## src/rtl/matmul_pkg.sv

```systemverilog
// Shared types and default widths for the matrix-multiply address generator.
package matmul_pkg;

    localparam int DEF_ADDR_WIDTH = 16;
    localparam int DEF_DIM_WIDTH  = 8;

    typedef enum logic [1:0] {
        IDLE,
        RUN,
        WRITE,
        FIN
    } state_t;

endpackage

```

## src/rtl/loop_counter.sv

```systemverilog
// Wrapping loop index: counts 0..limit, tc flags the last value, wraps to 0 on an enabled step at tc.
module loop_counter
    import matmul_pkg::*;
#(
    parameter int dim_width = DEF_DIM_WIDTH
) (
    input  logic                 clk,
    input  logic                 rst,
    input  logic                 clr,
    input  logic                 en,
    input  logic [dim_width-1:0] limit,
    output logic                 tc
);

    logic [dim_width-1:0] count;

    assign tc = (count == limit);

    always_ff @(posedge clk) begin
        if (rst || clr) begin
            count <= '0;
        end else if (en) begin
            count <= tc ? '0 : count + dim_width'(1);
        end
    end

endmodule

```

## src/rtl/matmul_addr_gen.sv

```systemverilog
// Operand/result address sequencer for C = A x B, walking i (rows), j (cols), k (inner) with
// running pointers; stall is sampled at the clock edge and suppresses the following beat.
module matmul_addr_gen
    import matmul_pkg::*;
#(
    parameter int addr_width = DEF_ADDR_WIDTH,
    parameter int dim_width  = DEF_DIM_WIDTH
) (
    input  logic                  clk,
    input  logic                  rst,
    input  logic                  start,
    input  logic [dim_width-1:0]  dim_m,
    input  logic [dim_width-1:0]  dim_n,
    input  logic [dim_width-1:0]  dim_k,
    input  logic [addr_width-1:0] base_a,
    input  logic [addr_width-1:0] base_b,
    input  logic [addr_width-1:0] base_c,
    input  logic                  stall,
    output logic [addr_width-1:0] addr_a,
    output logic [addr_width-1:0] addr_b,
    output logic                  mac_valid,
    output logic                  acc_clr,
    output logic [addr_width-1:0] addr_c,
    output logic                  c_write_en,
    output logic                  busy,
    output logic                  done
);

    state_t                state;
    logic [dim_width-1:0]  m_q, n_q, k_q;
    logic [addr_width-1:0] base_b_q;
    logic [addr_width-1:0] row_a;
    logic [addr_width-1:0] col_b;
    logic                  k_first;
    logic                  accept, any_zero;
    logic                  i_tc, j_tc, k_tc;

    assign accept   = (state == IDLE) && start;
    assign any_zero = (dim_m == '0) || (dim_n == '0) || (dim_k == '0);
    assign busy     = (state != IDLE);

    loop_counter #(.dim_width(dim_width)) u_i_cnt (
        .clk(clk), .rst(rst), .clr(accept),
        .en((state == WRITE) && j_tc),
        .limit(m_q - dim_width'(1)), .tc(i_tc)
    );

    loop_counter #(.dim_width(dim_width)) u_j_cnt (
        .clk(clk), .rst(rst), .clr(accept),
        .en(state == WRITE),
        .limit(n_q - dim_width'(1)), .tc(j_tc)
    );

    // k advances only on an issued beat; a stalled RUN cycle leaves it untouched.
    loop_counter #(.dim_width(dim_width)) u_k_cnt (
        .clk(clk), .rst(rst), .clr(accept),
        .en((state == RUN) && mac_valid),
        .limit(k_q - dim_width'(1)), .tc(k_tc)
    );

    always_ff @(posedge clk) begin
        if (rst) begin
            state      <= IDLE;
            mac_valid  <= 1'b0;
            acc_clr    <= 1'b0;
            c_write_en <= 1'b0;
            done       <= 1'b0;
            k_first    <= 1'b0;
            addr_a     <= '0;
            addr_b     <= '0;
            addr_c     <= '0;
            row_a      <= '0;
            col_b      <= '0;
        end else begin
            case (state)
                IDLE: begin
                    mac_valid  <= 1'b0;
                    acc_clr    <= 1'b0;
                    c_write_en <= 1'b0;
                    done       <= 1'b0;
                    if (start) begin
                        m_q      <= dim_m;
                        n_q      <= dim_n;
                        k_q      <= dim_k;
                        base_b_q <= base_b;
                        addr_a   <= base_a;
                        row_a    <= base_a;
                        addr_b   <= base_b;
                        col_b    <= base_b;
                        addr_c   <= base_c;
                        if (any_zero) begin
                            state <= FIN;
                            done  <= 1'b1;
                        end else begin
                            state     <= RUN;
                            k_first   <= 1'b1;
                            mac_valid <= !stall;
                            acc_clr   <= !stall;
                        end
                    end
                end
                RUN: begin
                    if (mac_valid) begin
                        if (k_tc) begin
                            state      <= WRITE;
                            mac_valid  <= 1'b0;
                            acc_clr    <= 1'b0;
                            c_write_en <= 1'b1;
                        end else begin
                            addr_a    <= addr_a + addr_width'(1);
                            addr_b    <= addr_b + addr_width'(n_q);
                            k_first   <= 1'b0;
                            mac_valid <= !stall;
                            acc_clr   <= 1'b0;
                        end
                    end else begin
                        mac_valid <= !stall;
                        acc_clr   <= !stall && k_first;
                    end
                end
                WRITE: begin
                    c_write_en <= 1'b0;
                    addr_c     <= addr_c + addr_width'(1);
                    if (!j_tc) begin
                        state     <= RUN;
                        addr_a    <= row_a;
                        addr_b    <= col_b + addr_width'(1);
                        col_b     <= col_b + addr_width'(1);
                        k_first   <= 1'b1;
                        mac_valid <= !stall;
                        acc_clr   <= !stall;
                    end else if (!i_tc) begin
                        state     <= RUN;
                        row_a     <= row_a + addr_width'(k_q);
                        addr_a    <= row_a + addr_width'(k_q);
                        addr_b    <= base_b_q;
                        col_b     <= base_b_q;
                        k_first   <= 1'b1;
                        mac_valid <= !stall;
                        acc_clr   <= !stall;
                    end else begin
                        state <= FIN;
                        done  <= 1'b1;
                    end
                end
                FIN: begin
                    state <= IDLE;
                    done  <= 1'b0;
                end
                default: state <= IDLE;
            endcase
        end
    end

endmodule

```

## config.mk

```make
export PLATFORM = sky130hd
export DESIGN_NAME = matmul_addr_gen
export DESIGN_NICKNAME = d
export VERILOG_FILES = /design/src/rtl/matmul_pkg.sv /design/src/rtl/loop_counter.sv /design/src/rtl/matmul_addr_gen.sv
export SDC_FILE = /design/constraint.sdc
export NUM_CORES = 1
export LEC_CHECK = 0
export CELL_PAD_IN_SITES_DETAIL_PLACEMENT = 1
export CELL_PAD_IN_SITES_GLOBAL_PLACEMENT = 2
export CORE_UTILIZATION = 37
export CTS_CLUSTER_SIZE = 40
export DETAILED_ROUTE_END_ITERATION = 10
export GPL_TIMING_DRIVEN = 0
export PLACE_DENSITY = 0.86
export SKIP_LAST_GASP = 1
export SYNTH_ARGS = -nofsm -noshare
export SYNTH_HDL_FRONTEND = slang
export SYNTH_SLANG_ARGS = --single-unit
```

## constraint.sdc

```tcl
create_clock -name clk -period 11.1 [get_ports clk]
set_clock_uncertainty 0.2 [all_clocks]
set_input_delay 2.775 -clock clk [delete_from_list [all_inputs] [get_ports clk]]
set_output_delay 2.775 -clock clk [all_outputs]
set_load 0.03 [all_outputs]
```

==> impl_results.md <==
- FF+latch area: around 0.0034 sq mm
- Fill cells: slightly below 3000
- Seq/Total Area, Yosys: 35.74%
- EDFF count, synth: 40
- Largest area contributor in the netlist: dfxtp_1
- Synth warn: 0
- Met2 usage: about 48%
- Die width: about 160 microns
- Clock sink count: 151
- Rel. slew slack: between 30% and 40%
- Die Ht: roughly 160 microns
- Tcrit/Tclk final: 47.62%
- R2r setup slk: approximately 7.0 ns
- RSZ-0062 raised after global routing: false
- Via density: between 5 and 6
- Clk_lat worst skew: between 0.4 and 0.5 ns
- Worst-Margin Slew: about 1.0 ns
- Placed Cells: around 1600
- WL final: about 38000 microns
- M3 GR Usage: 5.984%
- CP Capture Type: register
- Static leakage power: between 4 and 5 nW
- Core area: ~0.025 sq mm
- Hold_buf cts: 0
- Main synth FF type: dfxtp_1
- DIE AREA: between 0.02 and 0.03 sq mm
- Synth area leaders: dfxtp_1 (23%), edfxtp_1 (13%), nor2_1 (5.1%), xor2_1 (4.1%), xnor2_1 (4.0%)
- Post-Syn Instances: between 1000 and 1500
- Crit path DAT: ~5.4 ns
- CTS tree: built
- Maximum clock frequency: about 190 MHz
- Finished Layout Cells: about 1600
- Via count: about 9600
- Mapped Area: 0.009578 sq mm
- Setup bufs post-CTS: 0
- Most frequent cell after synthesis: nor2_1
- Starting DRT DRC Count: slightly above 600
- Async SR Flop Fraction: 0%
- # setup viols final: 0
- Max-capacitance violation count: 0
- DR DRC count: 0
- Worst-path clk slew: about 0.08 ns
- First-pass GRT wire length: 56900 microns
- Largest net degree at the start of global routing: 25
- Yosys reg bits: approximately 150
- Pre-Repair DR Iteration Count: 5
- Mean Syn Cell Area: 8.644 sq um
- Clk root buf: clkbuf_16
- Total CTS buffers: 17
- Share of cells above drive strength 1: 7.808%
- WL per Instance: between 20 and 25 microns
- Pwr dens: between 150 and 200 mW/mm^2
- Fin worst setup slack: around 5.8 ns
- Post_cts resized: 0
- P&R area growth vs syn: 24.42%
- Setup Crit Path Kind: primary input to register
- GPL Wtd Cong: roughly 0.90
- Initial cell density of the core: 37.93%
- Max Transition Viols Final: 0
- Multi-input logic area: 0.005799 sq mm
- CTS HTree Levels: 4
- Status: complete, no violations
- # IOs: around 130
- Pre-CTS WS: roughly 5.4 ns
- Netlist cell types: 89
- Initial antenna violation count: 0
- Hold Crit Class: register to register
- PortBufs: 127
- Final ANT Viol Nets: 0
- Gr usage total: roughly 29%
- Most Crowded Layer GR: met2
- Setup TNS: 0 ns
- FP Rows: 58
- Number of diodes: 0
- CP required: between 10 and 15 ns
- Final hold vios: 0
- Layout net count: approximately 1400
- Syn_nets: roughly 1200
- Commonest cells in the netlist: nor2_1 (130), dfxtp_1 (111), nand2_1 (96)
- Worst Path Max Fanout: 10
- Max IR drop VDD: ~0.000096 V
- Clk buf depth: 2
- Synth top area share: 23.20%
- Vias in the first global route: about 9600
- Crit path launch type: primary input
- Met1 Track Usage GR: a little over a third
- Gr ovfl total: 0
- Post-DP HPWL: between 20000 and 30000 microns
- Min Tclk post-route: approximately 5.3 ns
[through the flow]
stage               instance area [sq um]  utilization [%]  total power [mW]  hold WS, ns
finish                              11920            47.19             2.169       0.3124
global route                        11920            47.19             2.252       0.3330
CTS                                 11920            47.19             2.164       0.3081
detailed placement                  11290            44.70             1.524       0.3006
global placement                    11260            44.59             1.511       0.2917
floorplan                            9578                -             1.208       0.2679
[worst paths after layout]
check / start / endpoint / cells past startpoint
setup / recovery: start / addr_c[9]$_SDFFE_PP0P_ / 8
hold / removal: state[1]$_SDFFE_PP0P_ / state[1]$_SDFFE_PP0P_ / 2
setup reg to reg: n_q[1]$_DFFE_PP_ / addr_a[15]$_SDFFE_PP0P_ / 12
hold reg to reg: state[1]$_SDFFE_PP0P_ / state[1]$_SDFFE_PP0P_ / 2
[report_power, final]
group / total (mW) / internal (mW) / switching [mW]
clock network: 0.641 / 0.365 / 0.276
registers: 0.743 / 0.642 / 0.101
logic: 0.785 / 0.301 / 0.484
total: 2.17 / 1.31 / 0.862
[state kept, by name, indices dropped and copies added, names as in the netlist, 2 cells and up]
register / cells
addr_b: 16
n_q: 8
m_q: 8
addr_a: 16
u_j_cnt.count: 8
u_i_cnt.count: 8
addr_c: 16
base_b_q: 16
row_a: 16
state: 2
col_b: 16
k_q: 8
u_k_cnt.count: 8
[metal layers]
layer	wire length [microns]	vias to the layer above
met3	2496	63
met2	17660	346
li1	-	4424
met5	0	-
met4	973	0
met1	16370	4732
[cells in the final DEF, fill, tap and decap left out, types with 30 or more instances in the layout]
cell / netlist / final
a21oi_1: 58 / 58
clkbuf_1: 42 / 42
clkdlybuf4s50_1: 0 / 127
dfxtp_1: 111 / 111
edfxtp_1: 40 / 40
ha_1: 30 / 30
nand2_1: 96 / 96
nand3_1: 66 / 66
nor2_1: 130 / 129
nor3_1: 31 / 31
o21ai_0: 38 / 38
xnor2_1: 44 / 44
xor2_1: 45 / 45
[logic make-up after synthesis]
| family | share of synthesized area, % |
|---|---|
| AOI/OAI and AO/OA | 21.71 |
| adders and majority gates | 4.337 |
| muxes | 2.613 |
| and+or+nand+nor | 23.50 |
| buffers and inverters | 3.788 |
| DFF | 35.74 |
| xor gates and xnor gates | 8.308 |
[cell type report]
cell class	instances	share of cell area [%]
multi-input combinational	871	48.67
sequential	151	28.73
timing repair buffer	128	10.84
clock buffer	17	3.570
tap	330	3.465
buffer	62	2.289
clock inverter	15	1.690
inverter	24	0.7560
[worst max-delay path: stages]
cell             delay [ns]
clkdlybuf4s50_1        0.61
nand2_1                0.22
o21ai_1                0.48
clkbuf_1               0.45
clkbuf_1               0.45
o21ai_0                0.17
a22oi_1                0.17
nor2_1                 0.05
Power figures use the tool's default switching activity.
